File: src/rtl/text_buffer_writer.sv
// Write-side engine for the ASCII character buffer: turns a byte stream into
// character RAM writes, tracks the cursor and performs line/screen clears.
module text_buffer_writer #(
  parameter int          COLS  = 80,
  parameter int          ROWS  = 30,
  parameter int          AW    = 12,
  parameter logic [7:0]  BLANK = 8'h20,
  localparam int         CW    = $clog2(COLS),
  localparam int         RW    = $clog2(ROWS)
) (
  input  logic          clk_i,
  input  logic          rst_ni,
  input  logic [7:0]    char_i,
  input  logic          valid_i,
  output logic          ready_o,
  output logic          we_o,
  output logic [AW-1:0] wad_o,
  output logic [7:0]    wdata_o,
  output logic [CW-1:0] cur_col_o,
  output logic [RW-1:0] cur_row_o,
  output logic [1:0]    dbg_state_o
);

  // Handshake: a byte transfers on a rising edge where valid_i & ready_o;
  // the source holds char_i/valid_i stable while ready_o is low.

  typedef enum logic [1:0] {
    CLR_ALL = 2'd0,
    IDLE    = 2'd1,
    CLR_ROW = 2'd2
  } state_t;

  localparam int            TOTAL    = COLS * ROWS;
  localparam logic [AW:0]   CNT_ALL  = (AW+1)'(TOTAL);
  localparam logic [AW:0]   CNT_ROW  = (AW+1)'(COLS);
  localparam logic [CW-1:0] COL_LAST = CW'(COLS - 1);
  localparam logic [RW-1:0] ROW_LAST = RW'(ROWS - 1);

  state_t        state_q, state_d;
  logic [AW:0]   cnt_q, cnt_d;
  logic [CW-1:0] col_d;
  logic [RW-1:0] row_d;
  logic [AW-1:0] base_q, base_d;
  logic          ready_d, we_d;
  logic [AW-1:0] wad_d;
  logic [7:0]    wdata_d;
  logic [RW-1:0] row_adv;
  logic [AW-1:0] base_adv;
  logic          accept;

  assign dbg_state_o = state_q;
  assign accept      = valid_i & ready_o;

  // No scrolling: the last row wraps back to the top of the screen.
  always_comb begin
    row_adv  = (cur_row_o == ROW_LAST) ? '0 : cur_row_o + RW'(1);
    base_adv = (cur_row_o == ROW_LAST) ? '0 : base_q + AW'(COLS);
  end

  always_comb begin
    state_d = state_q;
    cnt_d   = cnt_q;
    col_d   = cur_col_o;
    row_d   = cur_row_o;
    base_d  = base_q;
    ready_d = 1'b0;
    we_d    = 1'b0;
    wad_d   = wad_o;
    wdata_d = wdata_o;
    case (state_q)
      CLR_ALL: begin
        // Count runs one past the last address so ready rises a cycle after the final write.
        if (cnt_q == CNT_ALL) begin
          state_d = IDLE;
          ready_d = 1'b1;
          cnt_d   = '0;
          col_d   = '0;
          row_d   = '0;
          base_d  = '0;
        end else begin
          we_d    = 1'b1;
          wad_d   = cnt_q[AW-1:0];
          wdata_d = BLANK;
          cnt_d   = cnt_q + 1'b1;
        end
      end
      CLR_ROW: begin
        if (cnt_q == CNT_ROW) begin
          state_d = IDLE;
          ready_d = 1'b1;
          cnt_d   = '0;
        end else begin
          we_d    = 1'b1;
          wad_d   = base_q + cnt_q[AW-1:0];
          wdata_d = BLANK;
          cnt_d   = cnt_q + 1'b1;
        end
      end
      IDLE: begin
        ready_d = 1'b1;
        if (accept) begin
          if (char_i >= 8'h20 && char_i <= 8'h7E) begin
            we_d    = 1'b1;
            wad_d   = base_q + AW'(cur_col_o);
            wdata_d = char_i;
            if (cur_col_o == COL_LAST) begin
              col_d   = '0;
              row_d   = row_adv;
              base_d  = base_adv;
              cnt_d   = '0;
              state_d = CLR_ROW;
              ready_d = 1'b0;
            end else begin
              col_d = cur_col_o + CW'(1);
            end
          end else if (char_i == 8'h0A) begin
            // The first blank write of the new row issues on the accept edge.
            col_d   = '0;
            row_d   = row_adv;
            base_d  = base_adv;
            we_d    = 1'b1;
            wad_d   = base_adv;
            wdata_d = BLANK;
            cnt_d   = (AW+1)'(1);
            state_d = CLR_ROW;
            ready_d = 1'b0;
          end else if (char_i == 8'h0D) begin
            col_d = '0;
          end else if (char_i == 8'h08) begin
            if (cur_col_o != '0) begin
              col_d   = cur_col_o - CW'(1);
              we_d    = 1'b1;
              wad_d   = base_q + AW'(cur_col_o - CW'(1));
              wdata_d = BLANK;
            end
          end else if (char_i == 8'h0C) begin
            we_d    = 1'b1;
            wad_d   = '0;
            wdata_d = BLANK;
            cnt_d   = (AW+1)'(1);
            state_d = CLR_ALL;
            ready_d = 1'b0;
          end
        end
      end
      default: begin
        state_d = CLR_ALL;
        cnt_d   = '0;
      end
    endcase
  end

  always_ff @(posedge clk_i) begin
    if (!rst_ni) begin
      state_q   <= CLR_ALL;
      cnt_q     <= '0;
      base_q    <= '0;
      cur_col_o <= '0;
      cur_row_o <= '0;
      ready_o   <= 1'b0;
      we_o      <= 1'b0;
      wad_o     <= '0;
      wdata_o   <= '0;
    end else begin
      state_q   <= state_d;
      cnt_q     <= cnt_d;
      base_q    <= base_d;
      cur_col_o <= col_d;
      cur_row_o <= row_d;
      ready_o   <= ready_d;
      we_o      <= we_d;
      wad_o     <= wad_d;
      wdata_o   <= wdata_d;
    end
  end

endmodule
File: config.mk
export PLATFORM = sky130hd
export DESIGN_NAME = text_buffer_writer
export DESIGN_NICKNAME = d
export VERILOG_FILES = /design/src/rtl/text_buffer_writer.sv
export SDC_FILE = /design/constraint.sdc
export NUM_CORES = 1
export LEC_CHECK = 0
export ABC_AREA = 1
export BUFFER_PORTS_ARGS = -buffer_cell sky130_fd_sc_hd__buf_2
export CORE_ASPECT_RATIO = 0.5
export CORE_MARGIN = 2
export CORE_UTILIZATION = 50
export CTS_BUF_LIST = sky130_fd_sc_hd__clkbuf_8
export DETAILED_ROUTE_END_ITERATION = 10
export PLACE_DENSITY = 0.68
export SYNTH_ARGS = -nofsm -noshare
export SYNTH_HDL_FRONTEND = slang
export SYNTH_SLANG_ARGS = --single-unit
File: constraint.sdc
create_clock -name clk_i -period 6.3 [get_ports clk_i]
set_input_delay 1.26 -clock clk_i [delete_from_list [all_inputs] [get_ports clk_i]]
set_output_delay 1.26 -clock clk_i [all_outputs]
set_load 0.01 [all_outputs]
==> results.md <==
- Quantity of gates resized following cts: 0
- Most common cell in the netlist: nand2_1
- Post-synth top cells: 292 x nand2_1, 123 x inv_1, 108 x nor2_1
- Total track usage: 29.8%
- Fmax achieved: 0.340 GHz
- Routed wire length: 17,900 microns
- Layout cells sized above 1: 9.66%
- Initial DRC count: 571
- Post-synth top area cell: dfxtp_1
- Post-synthesis cell type count: 43
- Wire per inst: 15.3 microns
- CP required: 6.55 ns
- First-pass DRT Iterations: 5
- Placed cell areas: 6130 sq um
- Latest clock arrival within the worst-skew pair: 0.37 ns
- Hold slack: 0.434 ns
- Die H: 80.4 microns
- Nets: 1,068
- Syn nets: 1,032
- Setup TNS Final: 0 ns
- H-tree lvl count: 3
- Max Root-Sink Buffers: 2
- Reg clk slew, reported paths: 0.07 ns
- CP arrival: 3.19 ns
- Clock sinks: 61
- Mapped Cells: 974
- DR vias: 6,274
- #FFs+latches synth: 61
- Max FO, Critical Path: 21
- Tot Pwr: 0.758 mW
- Synth warn: 0
- Post-synth EDFFs: 0
- Placed cells: 1,158
- Power Dens Cells: 120 nW/um^2
- Clk root buf: clkbuf_8
- Startpoint types: input port
- Commonest register cell after synthesis: dfxtp_1
- Mapped cell area: 5840 sq um
- Outcome: complete, no violations
- Setup WS post-layout: 3.36 ns
- Worst-Margin Slew: 0.859 ns
- GPL Wtd Cong: 0.978
- Io pins: 47
- Max_cap viols: 0
- Peak supply drop: 0.0000949 V
- Post-layout util: 56.3%
- ANT cells: 0
- # setup viols final: 0
- DP Worst Slack: 3.00 ns
- Fill count: 1,171
- Yosys top cell area share: 20.9%
- CTS tree: yes
- TritonCTS buffer count: 9
- Die area: 12,600 sq um
- Fin crit share: 46.7%
- First-pass GRT wire length: 29,000 microns
- Post-synthesis sequential area ratio: 20.9%
- DRC violations left: 0
- Port bufs: 46
- Clk_skew: 0.0142 ns
- Final hold viol count: 0
- FF-to-FF setup slack: 3.36 ns
- Leak pwr: 3.08 nW
- Post-DRT Antenna Nets: 0
- Async SR Flop Fraction: 0%
- Rows: 27
- Slew margin rel.: 42.7%
- Largest cells by area after synthesis: dfxtp_1 21%, nand2_1 19%, ha_1 9.4%
- Area grow syn2layout: 7.78%
- Initial antenna violation count: 0
- Initial Utilization: 52.2%
- RSZ-0062 raised after global routing: no
- Final Max Tran Viols: 0
- DIE WIDTH: 157 microns
- HPWL Detailed: 14,100 microns
- Post-layout minimum cycle time: 2.94 ns
- Fin cells: 1,173
- Hold_buf cts: 0
- CP endpoint kind: flip-flop
- Hold Crit Class: flip-flop to flip-flop
- Post-CTS Setup Repair Bufs: 0
- Critical path class: input port to flip-flop
- Final Cell Area: 6290 sq um
- Total gr overflow: 0
- Vias in the first global route: 5,791
- Core area: 11,200 sq um
- Syn_area_per_cell: 5.99 sq um
- Pin count of the biggest net entering global routing: 24
- Vias per cell: 5.35
cell usage in the layout (no fill, tap or decap), types with 6 or more instances in the layout:
cell        n
nand3_1    92
nand4_1    12
o21ai_0    42
nand3b_1    6
xor2_1     16
nand3_2     7
o21ai_1     6
nor2_1    108
ha_1       44
inv_1     125
inv_2      11
buf_2      46
dfxtp_1    61
clkbuf_8    9
nand2_1   292
a21oi_1    75
nor3_1      9
xnor2_1     7
kinds of logic after synthesis:
| logic type | share of synthesized area (%) |
|---|---|
| flops | 20.9 |
| simple gates | 41.3 |
| fa+ha+maj | 10.5 |
| compound gates | 12.6 |
| xor+xnor | 3.45 |
| buf+inv | 11.3 |
flip-flops by register name, summed over array words and instances (netlist names):
signal / count
cnt_q: 13
base_q: 12
wad_o: 12
wdata_o: 8
cur_col_o: 7
cur_row_o: 5
dbg_state_o: 2
ready_o: 1
we_o: 1
per-layer routing:
metal	GRT usage, %	share of wire (%)	up-vias
li1	-	-	3205
met1	42.8	50	2833
met2	44.6	40	209
met3	6.64	8.1	27
met4	8.26	1.8	0
met5	0	0	-
report_power, final:
part | internal [mW] | switching, mW
clock | 0.137 | 0.174
sequential | 0.389 | 0.00452
combinational | 0.0168 | 0.0371
total | 0.542 | 0.215
final cells by class:
cell class	count	area, sq um	share of cell area, %
well taps	159	199	3.16
inverters	137	518	8.23
multi-input cells	754	3960	62.9
flip-flops and latches	61	1220	19.4
clock buffers	9	124	1.97
repair buffers	47	238	3.78
clock inverters	6	33.8	0.537
path summary, 6_finish.rpt:
kind	start	endpoint	cells past startpoint
hold / removal	wdata_o[7]$_SDFFE_PN0P_	wdata_o[7]$_SDFFE_PN0P_	2
setup / recovery	char_i[1]	cnt_q[3]$_SDFFE_PN0P_	13
hold reg to reg	wdata_o[7]$_SDFFE_PN0P_	wdata_o[7]$_SDFFE_PN0P_	2
setup reg to reg	cur_col_o[1]$_SDFFE_PN0P_	wad_o[6]$_SDFFE_PN0P_	17
worst max-delay path, cell delays in order:
cell	delay [ns]
buf_2	0.13
inv_2	0.07
nor2_1	0.05
nand2_1	0.07
nand3_2	0.36
nand2_1	0.19
inv_2	0.08
nand2_4	0.10
inv_2	0.07
a21oi_4	0.39
a21oi_1	0.17
inv_1	0.16
nor2_1	0.07
Power figures use the tool's default switching activity.
